## src/rtl/main_file_cpu_oci_trace_capture.sv

```systemverilog
// OCI DCT trace capture: FWFT FIFO with valid/ready drain, saturating drop counter
// and RUN/FLUSH/DONE end-of-test sequencer. Optional macro: TRACE_TIMESTAMP_EN.
module main_file_cpu_oci_trace_capture #(
    parameter int DCT_W = 30,
    parameter int CNT_W = 4,
    parameter int DEPTH = 16,
    parameter int OVF_W = 8,
    parameter int TS_W  = 32
) (
    input  logic                    clk,
    input  logic                    reset_n,
    input  logic                    dct_valid,
    input  logic [DCT_W-1:0]        dct_buffer,
    input  logic [CNT_W-1:0]        dct_count,
    input  logic                    test_ending,
    input  logic                    test_has_ended,
    output logic                    trc_valid,
    input  logic                    trc_ready,
    output logic [DCT_W-1:0]        trc_data,
    output logic [CNT_W-1:0]        trc_count,
`ifdef TRACE_TIMESTAMP_EN
    output logic [TS_W-1:0]         trc_tstamp,
`endif
    output logic [$clog2(DEPTH):0]  fill_level,
    output logic [OVF_W-1:0]        overflow_cnt,
    output logic [1:0]              state,
    output logic                    done
);

    localparam int PTR_W = $clog2(DEPTH);
    localparam int LVL_W = PTR_W + 1;
`ifdef TRACE_TIMESTAMP_EN
    localparam int ENTRY_W = DCT_W + CNT_W + TS_W;
`else
    localparam int ENTRY_W = DCT_W + CNT_W;
`endif

    if (DEPTH < 2 || (DEPTH & (DEPTH - 1)) != 0 || TS_W < 1) begin : g_param_check
        $error("main_file_cpu_oci_trace_capture: DEPTH must be a power of two >= 2, TS_W >= 1");
    end

    typedef enum logic [1:0] {
        ST_RUN   = 2'b00,
        ST_FLUSH = 2'b01,
        ST_DONE  = 2'b10
    } state_t;

    state_t             state_q;
    logic [PTR_W-1:0]   wr_ptr;
    logic [PTR_W-1:0]   rd_ptr;
    logic [ENTRY_W-1:0] mem [DEPTH];
    logic [ENTRY_W-1:0] wr_entry;
    logic [ENTRY_W-1:0] head;
    logic               full;
    logic               push;
    logic               pop;
    logic               drop;

    function automatic logic [OVF_W-1:0] sat_inc(input logic [OVF_W-1:0] v);
        return (&v) ? v : v + 1'b1;
    endfunction

    assign full      = (fill_level == LVL_W'(DEPTH));
    assign trc_valid = (fill_level != '0);
    assign pop       = trc_valid & trc_ready;
    // A pop in the same cycle frees the head slot, so a full FIFO still accepts.
    assign push      = dct_valid & (state_q == ST_RUN) & (~full | pop);
    assign drop      = dct_valid & (state_q == ST_RUN) & full & ~pop;

`ifdef TRACE_TIMESTAMP_EN
    logic [TS_W-1:0] ts_cnt;

    always_ff @(posedge clk or negedge reset_n) begin
        if (!reset_n) ts_cnt <= '0;
        else          ts_cnt <= ts_cnt + 1'b1;
    end

    assign wr_entry   = {ts_cnt, dct_count, dct_buffer};
    assign trc_tstamp = trc_valid ? head[ENTRY_W-1 -: TS_W] : '0;
`else
    assign wr_entry   = {dct_count, dct_buffer};
`endif

    // Head outputs are gated so an empty FIFO presents zeros, including after reset.
    assign head      = mem[rd_ptr];
    assign trc_data  = trc_valid ? head[DCT_W-1:0] : '0;
    assign trc_count = trc_valid ? head[DCT_W +: CNT_W] : '0;
    assign state     = state_q;

    always_ff @(posedge clk) begin
        if (push) mem[wr_ptr] <= wr_entry;
    end

    always_ff @(posedge clk or negedge reset_n) begin
        if (!reset_n) begin
            wr_ptr       <= '0;
            rd_ptr       <= '0;
            fill_level   <= '0;
            overflow_cnt <= '0;
        end else begin
            if (push) wr_ptr <= wr_ptr + 1'b1;
            if (pop)  rd_ptr <= rd_ptr + 1'b1;
            case ({push, pop})
                2'b10:   fill_level <= fill_level + 1'b1;
                2'b01:   fill_level <= fill_level - 1'b1;
                default: fill_level <= fill_level;
            endcase
            if (drop) overflow_cnt <= sat_inc(overflow_cnt);
        end
    end

    always_ff @(posedge clk or negedge reset_n) begin
        if (!reset_n) begin
            state_q <= ST_RUN;
            done    <= 1'b0;
        end else begin
            case (state_q)
                ST_RUN: begin
                    if (test_ending || test_has_ended) state_q <= ST_FLUSH;
                end
                ST_FLUSH: begin
                    // The pop that empties the FIFO completes the drain in the same cycle.
                    if (test_has_ended &&
                        (fill_level == '0 || (fill_level == LVL_W'(1) && pop))) begin
                        state_q <= ST_DONE;
                        done    <= 1'b1;
                    end
                end
                ST_DONE: begin
                    state_q <= ST_DONE;
                end
                default: begin
                    state_q <= ST_RUN;
                    done    <= 1'b0;
                end
            endcase
        end
    end

endmodule

```

## config.mk

```make
export PLATFORM = sky130hd
export DESIGN_NAME = main_file_cpu_oci_trace_capture
export DESIGN_NICKNAME = d
export VERILOG_FILES = /design/src/rtl/main_file_cpu_oci_trace_capture.sv
export SDC_FILE = /design/constraint.sdc
export NUM_CORES = 1
export LEC_CHECK = 0
export ABC_AREA = 1
export ABC_CLOCK_PERIOD_IN_PS = 4100
export BUFFER_PORTS_ARGS = -buffer_cell sky130_fd_sc_hd__buf_4
export CORE_ASPECT_RATIO = 0.5
export CORE_MARGIN = 3
export CORE_UTILIZATION = 45
export CTS_CLUSTER_SIZE = 40
export DETAILED_ROUTE_END_ITERATION = 6
export PLACE_DENSITY = 0.65
export SETUP_SLACK_MARGIN = 0.15
export SLEW_MARGIN = 20
export SYNTH_ARGS = -nofsm -noshare
export SYNTH_HDL_FRONTEND = slang
export SYNTH_SLANG_ARGS = --single-unit
```

## constraint.sdc

```tcl
create_clock -name clk -period 4.1 [get_ports clk]
set_input_delay 0.205 -clock clk [delete_from_list [all_inputs] [get_ports clk]]
set_output_delay 0.205 -clock clk [all_outputs]
set_load 0.02 [all_outputs]
```

=== Yosys cells after proc, flatten, opt, wreduce, memory -nomap -nowiden ===
Memories as Yosys holds them, arrays and structs flattened.
Cells that the tools add are included.

* Register bits: 24
* Memory bits (writable): 544
* Output and inout port bits: 51
* Word-level logic and storage cells: 53
* Input bits: 40
* Memories: 1

{| class="wikitable"
|+ Memories
! name !! depth !! width !! read ports !! clocked after memory_dff !! write ports !! line !! text
|-
| mem || 16 || 34 || 1 || 0 || 1 || 51 || <nowiki>logic [ENTRY_W-1:0] mem [DEPTH];</nowiki>
|}

* Bitwise logic cells: 10
* Mux-type cells: 10
* Eq/ne operators: 8
* Reduce and logical (&&, ||, !) cells: 13
* Add/subtract/negate cells: 5

{| class="wikitable"
|+ Operators by type and width
! kind !! number
|-
| 30-bit 2-to-1 mux || 1
|-
| 5-bit one-hot mux with 2 select lines || 1
|-
| 4-bit by 1-bit adder with 4-bit output (second input constant) || 2
|-
| 8-bit by 1-bit adder with 8-bit output (second input constant) || 1
|-
| 8-bit AND reduction || 1
|-
| 2-bit one-hot mux with 3 select lines || 1
|-
| 2-bit AND reduction || 3
|-
| 5-bit by 1-bit adder with 5-bit output (second input constant) || 1
|-
| 1-bit AND || 5
|-
| 5-bit by 1-bit == test with 1-bit output (second input constant) || 1
|-
| 5-bit == test (second input constant) || 1
|-
| 5-bit zero test || 1
|-
| 5-bit nonzero test || 1
|-
| 5-bit by 1-bit subtractor with 5-bit output (second input constant) || 1
|-
| 2-bit by 1-bit == test with 1-bit output (second input constant) || 2
|-
| 2-bit == test (second input constant) || 2
|-
| 2-bit 2-to-1 mux || 2
|-
| 4-bit 2-to-1 mux || 1
|-
| 1-bit NOT || 4
|-
| 1-bit 2-to-1 mux || 3
|-
| 1-bit logical AND || 2
|-
| 2-bit zero test || 1
|-
| 1-bit logical OR || 2
|-
| 2-bit by 1-bit inequality test with 1-bit output (second input constant) || 1
|-
| 5 further kinds || 5
|}

=== Longest topological paths before layout ===
Gate-level depths: netlist of run 1.

* Word-level depth: 7
* Mapped depth: 10
* Mapped depth without buffers: 10

=== Worst setup path before layout of run 1 ===
Ideal clock, no wire load.

* Path kind: reg-to-reg
* Start: register fill_level[0]
* End: memory mem[0][0] (netlist name) (enable)
* Period minus slack after synthesis: 3,211 ps
* Cell stages (with the launch flop): 8
* Required time: 3,675 ps
* Setup slack: 889 ps
* Buffers on the path: 0
* Setup time: 425 ps
* Data arrival time: 2,785 ps
* Cell sequence: dfrtp_1 > inv_1 > ha_1 > nand3_1 > nand2_1 > inv_1 > nand2_1 > nor2_1

* Longest elaborated chain between the ends: 6
* Elaborated cells on any way between the ends: 8
* Classes of those cells: eq/ne (1); mux (2); bitwise (4); reduce/logical (1)

{| class="wikitable"
|+ RTL lines
! element !! line !! text
|-
| start, declared || 24 || <nowiki>output logic [$clog2(DEPTH):0] fill_level,</nowiki>
|-
| start signal, assigned || 104 || <nowiki>2'b10: fill_level <= fill_level + 1'b1;</nowiki>
|-
| start signal, assigned || 105 || <nowiki>2'b01: fill_level <= fill_level - 1'b1;</nowiki>
|-
| start signal, assigned || 106 || <nowiki>default: fill_level <= fill_level;</nowiki>
|-
| 5-bit nonzero test / 5-bit == test (equally long branches) || 64, 63 ||
|-
| 1-bit AND / 1-bit NOT (equally long branches) || 65, 67 ||
|-
| 1-bit bitwise OR (*) || 67 || <nowiki>assign push = dct_valid & (state_q == ST_RUN) & (~full | pop);</nowiki>
|-
| 1-bit AND (*) || 67 ||
|-
| 1-bit 2-to-1 mux (*) || 91 || <nowiki>if (push) mem[wr_ptr] <= wr_entry;</nowiki>
|-
| 1-bit 2-to-1 mux (implied by the code) (*) || 91 ||
|-
| end, declared || 51 ||
|}

Mark *: on every way between the ends. The rest lies on a longest branch, timed or not.

=== Worst setup path in the final report of run 1 ===
* Start: register fill_level[0]
* End: output trc_data[16]

* Longest elaborated chain between the ends: 2

{| class="wikitable"
|+ RTL lines
! element !! line !! text
|-
| 5-bit nonzero test || 64 || <nowiki>assign trc_valid = (fill_level != '0);</nowiki>
|-
| 30-bit 2-to-1 mux || 86 || <nowiki>assign trc_data = trc_valid ? head[DCT_W-1:0] : '0;</nowiki>
|-
| end, declared || 19 || <nowiki>output logic [DCT_W-1:0] trc_data,</nowiki>
|}

No other way between the ends.

==> reports/results.tsv, run 1 <==
stage	metric	value	unit
clock_tree	holdBufCountCts	36	
synthesis	syn_inst	1986	
sta	fmax	321	MHz
sta	min_period	3.12	ns
grt	grt_pass1_vias	14820	
floorplan	die_w	328	microns
critical_path	critical_path.slowest_cell	clkinv_1	
clock_tree	cts_buffers	50	
synthesis	muxShareOfSynthArea	0	
critical_path	critPathCaptureType	primary output	
critical_path	cp_common_cell	buf_4	
synthesis	synth_top_family_by_area	simple AND/OR/NAND/NOR gates	
grt	globalRouteMet2Util	0.331	
sta	hold_viol	0	
detailed_routing	drtIter0Drc	1514	
clock_tree	cts_max_path_buffers	3	
critical_path	crit_chain	inv_1, ha_1, nand3_2, clkinv_1, buf_4, a21oi_1, buf_4	
clock_tree	post_cts_buffers	0	
cells_and_area	drive_gt1_frac	0.114	
place	placed_cells	2690	
floorplan	ioPinCount	91	
sta	tns	0	ns
synthesis	synth_warnings	0	
clock_tree	clock-sinks	568	
pwr	irDropWorstVdd	0.687	mV
floorplan	die_y	167	microns
clock_tree	path_clk_slew	0.07	ns
cells_and_area	finish.utilization	0.526	
clock_tree	clk_latency	0.59	ns
sta	relSlewSlack	0.344	
place	pre_cts_ws	1.15	ns
synthesis	synthDistinctLibCells	26	
critical_path	critPathLaunchType	flop	
clock_tree	cts_root_buffer	clkbuf_16	
cells_and_area	diodes	0	
grt	overflow	0	
floorplan	die_area	54800	sq um
synthesis	synth_simple_gate_area_frac	0.217	
critical_path	rr_endpoint	mem[6][23]$_DFFE_PP_	
floorplan	row_count	58	
place	dpl_cell_area	24700	sq um
synthesis	synthesis.area	23300	sq um
synthesis	synth_xor_area_frac	0.00638	
synthesis	synth_nets	2040	
place	gp_congestion	0.757	
job	maxCapViolations	0	
detailed_routing	post_drt_wl_per_cell	19.6	microns
sta	setup_viol	0	
cells_and_area	syn_to_final_growth	14.2	%
critical_path	ff2ff_path_depth	8	
critical_path	r2r_start	fill_level[0]$_DFFE_PN0P_	
sta	setup_slack	0.984	ns
sta	hold_ws	0.0655	ns
clock_tree	ctsResizeCount	0	
critical_path	path_class	reg2out	
grt	top_usage_layer	met2	
critical_path	critPathArrivalTime	2.91	ns
detailed_routing	wirelength	55100	microns
floorplan	start_util	0.460	
detailed_routing	drc	0	
sta	rsz0062_at_grt	no	
cells_and_area	fin_cells	2814	
detailed_routing	drtPass1Iterations	6	
grt	grt_pass1_wl	86500	microns
synthesis	synth_compound_area_frac	0.0110	
critical_path	worstPathRequired	3.89	ns
synthesis	synth_adder_area_share	0.00750	
grt	antenna_found_initial	0	
pwr	p_leak	9.78	nW
place	numPortBuffers	90	
cells_and_area	final_nets	2142	
detailed_routing	ant_nets	0	
grt	use_met1	0.287	
cells_and_area	fin_area	26700	sq um
pwr	p_total	18.3	mW
place	place_hpwl	30700	microns
clock_tree	cts_tree	done	
critical_path	critPathMaxStageDelay	0.54	ns
grt	grt_use_met3	0.0314	
synthesis	synth-seq-area-share	0.726	
sta	worst_pin_slew	0.984	ns
clock_tree	htreeDepth	2	
pwr	p_per_area	687	nW/um^2
sta	final-max-slew-violation-count	0	
grt	grt_max_degree	139	
synthesis	synth_seq_cells	568	
critical_path	r2r_slack	1.11	ns
synthesis	syn_area_per_cell	11.8	sq um
sta	min_period_over_period	0.760	
worst_hold_path	hold_path_class	in2async	
detailed_routing	viasPerCell	5.39	
status	status	finished, final reports clean	
critical_path	worstPathMaxFanout	18	
sta	skew	0.0179	ns
detailed_routing	via_count	15157	
floorplan	core_area	50700	sq um
grt	grt_usage	0.202	
==> synth_stat cells <==
cell type	instances	area share
nand2_2	3	0.00080
a21oi_2	7	0.0026
buf_2	39	0.0084
clkinv_1	1	0.00016
clkbuf_1	17	0.0027
ha_1	14	0.0075
buf_1	17	0.0027
nand3_2	1	0.00043
dfrtp_1	24	0.026
a21oi_1	30	0.0064
nor3_1	2	0.00043
nor2_4	1	0.00048
inv_1	20	0.0032
xnor2_1	3	0.0011
buf_4	38	0.012
inv_2	6	0.00096
edfxtp_1	544	0.70
o21ai_0	8	0.0017
nand2_4	1	0.00048
o21ai_1	1	0.00021
nand3b_1	1	0.00032
nand2_1	740	0.12
nor2_1	28	0.0045
nand3_1	421	0.090
xor2_1	14	0.0053
buf_6	5	0.0024
==> area by class of cell <==
cell class	instances	area, sq um
Multi-Input combinational cell	1275	5760
Tap cell	690	863
Clock inverter	32	303
Inverter	27	111
Timing Repair Buffer	166	1390
Sequential cell	568	16900
Fill cell	4286	24100
Clock buffer	56	1290
==> sequential cells by signal (all words and copies together) (netlist names) <==
register	flops
wr_ptr	4
overflow_cnt	8
done	1
fill_level	5
mem	544
state	2
rd_ptr	4
==> critical path: cells and delay by family (launching register included) <==
| kind | cells | cell delay (ns) |
|---|---|---|
| flip-flops | 1 | 0.47 |
| AO/OA/AOI/OAI | 1 | 0.17 |
| AND/OR/NAND/NOR | 1 | 0.12 |
| adder cells (fa/ha/maj) | 1 | 0.25 |
| buffers and inverters | 4 | 1.30 |
==> worst max path at each step <==
stage | start | to
6_report | fill_level[0]$_DFFE_PN0P_ | trc_data[16]
5_1_grt | fill_level[0]$_DFFE_PN0P_ | trc_data[16]
4_1_cts | fill_level[0]$_DFFE_PN0P_ | trc_data[16]
3_5_place_dp | fill_level[0]$_DFFE_PN0P_ | mem[10][10]$_DFFE_PP_
3_3_place_gp | state[0]$_DFFE_PN0P_ | mem[6][20]$_DFFE_PP_
2_1_floorplan | fill_level[0]$_DFFE_PN0P_ | mem[0][0]$_DFFE_PP_
==> where the power goes <==
| group | internal (mW) | total, mW | switching (mW) |
|---|---|---|---|
| clock | 2.54 | 4.65 | 2.11 |
| combinational | 2.14 | 6.87 | 4.73 |
| sequential | 6.64 | 6.79 | 0.155 |
| total | 11.3 | 18.3 | 6.99 |
==> cells by family (layout without fill, tap and decap cells) <==
family                     Yosys count  in the layout
and+or+nand+nor                   1198           1198
DFF                                568            568
buffers and inverters              143            281
AOI/OAI and AO/OA                   46             46
xor gates and xnor gates            17             17
adders and majority gates           14             14
==> cell usage in the layout, fill, tap and decap left out, drive strengths merged, types with 14 or more instances in the layout <==
| master | Yosys | final |
|---|---|---|
| buf | 99 | 130 |
| clkbuf | 17 | 56 |
| inv | 26 | 26 |
| dfrtp | 24 | 24 |
| clkinv | 1 | 22 |
| a21oi | 37 | 37 |
| xor2 | 14 | 14 |
| nor2 | 29 | 29 |
| edfxtp | 544 | 544 |
| dlygate4sd3 | 0 | 36 |
| nand3 | 422 | 422 |
| nand2 | 744 | 744 |
| ha | 14 | 14 |
==> per-layer routing <==
layer / up-vias / part of all wire
met2: 547 / 0.48
met1: 7440 / 0.44
met3: 61 / 0.070
met5: - / 0
met4: 0 / 0.015
li1: 7109 / -
No activity file was read; power rests on OpenSTA's default activity.
==> run 2, diff against run 1 <==
--- a/config.mk
+++ b/config.mk
@@ -6,14 +6,14 @@
 export NUM_CORES = 1
 export LEC_CHECK = 0
 export ABC_AREA = 1
-export ABC_CLOCK_PERIOD_IN_PS = 4100
+export ABC_CLOCK_PERIOD_IN_PS = 2840
 export BUFFER_PORTS_ARGS = -buffer_cell sky130_fd_sc_hd__buf_4
 export CORE_ASPECT_RATIO = 0.5
 export CORE_MARGIN = 3
 export CORE_UTILIZATION = 45
 export CTS_CLUSTER_SIZE = 40
 export DETAILED_ROUTE_END_ITERATION = 6
-export PLACE_DENSITY = 0.65
+export PLACE_DENSITY = 0.67
 export SETUP_SLACK_MARGIN = 0.15
 export SLEW_MARGIN = 20
 export SYNTH_ARGS = -nofsm -noshare
==> constraint.sdc (replaced) <==
create_clock -name clk -period 2.84 [get_ports clk]
set_input_delay 0.142 -clock clk [delete_from_list [all_inputs] [get_ports clk]]
set_output_delay 0.142 -clock clk [all_outputs]
set_load 0.02 [all_outputs]
==> reports/results.tsv, run 2 (synthesized netlist as in run 1, its figures left out) <==
stage	metric	value	unit	change
clock_tree	cts_max_path_buffers	3		unchanged
grt	antenna_found_initial	0		unchanged
critical_path	worstPathMaxFanout	24		was 18
job	maxCapViolations	0		unchanged
cells_and_area	fin_cells	2854		was 2814
critical_path	critical_path.slowest_cell	dfrtp_4		was clkinv_1
place	gp_congestion	0.794		was 0.757
place	pre_cts_ws	0.315	ns	was 1.15 ns
sta	relSlewSlack	0.699		was 0.344
detailed_routing	met3_length	4730	microns	was 3880 microns
sta	tns	0	ns	unchanged
status	status	finished, final reports clean		unchanged
critical_path	critPathLaunchType	flop		unchanged
cells_and_area	finish.utilization	0.544		was 0.526
place	placed_cells	2697		was 2690
clock_tree	clk_latency	0.59	ns	about the same
cells_and_area	final_cell_mix	740 x nand2_1, 544 x edfxtp_1, 420 x nand3_1		was 740 x nand2_1, 544 x edfxtp_1, 421 x nand3_1
clock_tree	cts_tree	done		unchanged
place	place_hpwl	31500	microns	was 30700 microns
floorplan	row_count	58		unchanged
cells_and_area	syn_to_final_growth	18.3	%	was 14.2%
clock_tree	cts_root_buffer	clkbuf_16		unchanged
floorplan	start_util	0.460		unchanged
pwr	p_total	28.2	mW	was 18.3 mW
cells_and_area	final_common_cell	nand2_1		unchanged
floorplan	ioPinCount	91		unchanged
detailed_routing	highest_layer	met4		unchanged
sta	min_period_over_period	0.930		
cells_and_area	final_nets	2179		was 2142
grt	grt_pass1_vias	14986		was 14.8k
grt	grt_max_degree	70		was 139
grt	grt_usage	0.210		was 0.202
sta	setup_viol	0		unchanged
detailed_routing	drtIter0Drc	1668		was 1514
worst_hold_path	hold_path_class	in2async		unchanged
critical_path	critPathArrivalTime	2.50	ns	was 2.91 ns
clock_tree	cts_buffers	51		was 50
clock_tree	htreeDepth	2		unchanged
critical_path	critPathMaxStageDelay	0.51	ns	was 0.54 ns
critical_path	crit_chain	buf_16, inv_16, buf_16, nand2_1, nand3_1, nand3_1, nand2_1, nand2_1, a21oi_1, buf_4		was inv_1, ha_1, nand3_2, clkinv_1, buf_4, a21oi_1, buf_4
pwr	irDropWorstVdd	0.591	mV	was 0.687 mV
critical_path	critPathBufInv	4		unchanged
clock_tree	clock-sinks	568		unchanged
detailed_routing	wirelength	59600	microns	was 55100 microns
grt	overflow	0		unchanged
sta	hold_ws	0.0152	ns	was 0.0655 ns
sta	setup_slack	0.200	ns	was 0.984 ns
critical_path	crit_family	buffers and inverters		unchanged
detailed_routing	route.met2.wl	28200	microns	was 26300 microns
cells_and_area	largest_registers	mem (544), overflow_cnt (8), fill_level (5)		unchanged
floorplan	core_area	50700	sq um	unchanged
cells_and_area	largest_reg_flops	544		unchanged
detailed_routing	via_count	15665		was 15.2k
pwr	p_per_area	1020	nW/um^2	was 687 nW/um^2
detailed_routing	drc	0		unchanged
sta	min_period	2.64	ns	
place	numPortBuffers	90		unchanged
grt	grt_pass1_wl	89100	microns	was 86500 microns
critical_path	cp_common_cell	nand2_1		was buf_4
detailed_routing	wl_met1	25600	microns	was 24100 microns
critical_path	path_class	reg2out		unchanged
floorplan	die_y	167	microns	unchanged
place	dpl_cell_area	25000	sq um	was 24700 sq um
cells_and_area	fin_area	27600	sq um	was 26700 sq um
detailed_routing	viasPerCell	5.49		was 5.39
sta	skew	0.0201	ns	was 0.0179 ns
floorplan	die_w	328	microns	unchanged
cells_and_area	drive_gt1_frac	0.130		was 0.114
critical_path	critPathCaptureType	primary output		unchanged
sta	hold_viol	0		unchanged
detailed_routing	drtPass1Iterations	6		unchanged
detailed_routing	ant_nets	0		unchanged
floorplan	die_area	54800	sq um	unchanged
sta	fmax	379	MHz	
cells_and_area	diodes	0		unchanged
clock_tree	path_clk_slew	0.07	ns	about the same
cells_and_area	regMostFlops	mem		unchanged
sta	worst_pin_slew	0.451	ns	was 0.984 ns
detailed_routing	post_drt_wl_per_cell	20.9	microns	was 19.6 microns
sta	rsz0062_at_grt	yes		was no
critical_path	worstPathRequired	2.70	ns	was 3.89 ns
pwr	p_leak	10.2	nW	was 9.78 nW
sta	final-max-slew-violation-count	0		unchanged
run 2: changes by cell type in the layout (fill, tap and decap cells not counted), sizes merged:
cell	before	now
clkinv	22	24
clkinvlp	7	0
inv	26	32
dlygate4sd3	36	39
clkbuf	56	67
buf	130	155
run 2: power by group:
group | total (mW) | switching [mW] | internal [mW]
logic | 11.5 | 7.56 | 3.99
registers | 9.79 | 0.206 | 9.58
clock network | 6.84 | 3.07 | 3.77
total | 28.2 | 10.8 | 17.3
run 2: final timing paths:
path | startpoint | end | slack [ns] | cells after the start
hold reg to reg | done$_DFFE_PN0P_ | done$_DFFE_PN0P_ | 0.48 | 2
setup / recovery | rd_ptr[0]$_DFFE_PN0P_ | trc_data[22] | 0.20 | 10
hold / removal | reset_n | done$_DFFE_PN0P_ | 0.02 | 3
min in group clk | dct_valid | fill_level[1]$_DFFE_PN0P_ | 0.07 | 6
max in group asynchronous | reset_n | rd_ptr[0]$_DFFE_PN0P_ | 2.66 | 3
setup reg to reg | state[0]$_DFFE_PN0P_ | mem[14][5]$_DFFE_PP_ | 0.37 | 9
run 2: per-layer routing:
metal / global-route usage / vias up
met2: 0.340 / 677
li1: - / 7208
met1: 0.300 / 7691
met5: 0 / -
met4: 0.0533 / 0
met3: 0.0309 / 89
run 2: layout make-up:
type / instances / area (sq um)
clock buffers: 62 / 1350
clock inverters: 30 / 289
fillers: 4102 / 23100
inverters: 27 / 125
multi-input cells: 1275 / 5770
flip-flops and latches: 568 / 16900
well taps: 690 / 863
repair buffers: 199 / 2230
repair inverters: 3 / 33.8
run 2: what timing repair did:
item	4_1_cts	5_1_grt
pin swaps	0	2
gates cloned	6	5
endpoints found under the hold margin	574	0
hold buffers	40	0
endpoints found under the setup margin	34	59
setup buffers	3	11
gates resized for setup	12	14
run 2: worst register-to-register path: cells and delay by family (launching register included):
kind	cells	cell delay, ns
fa+ha+maj	1	0.21
buf+inv	4	0.80
flops	1	0.39
simple gates	4	0.72
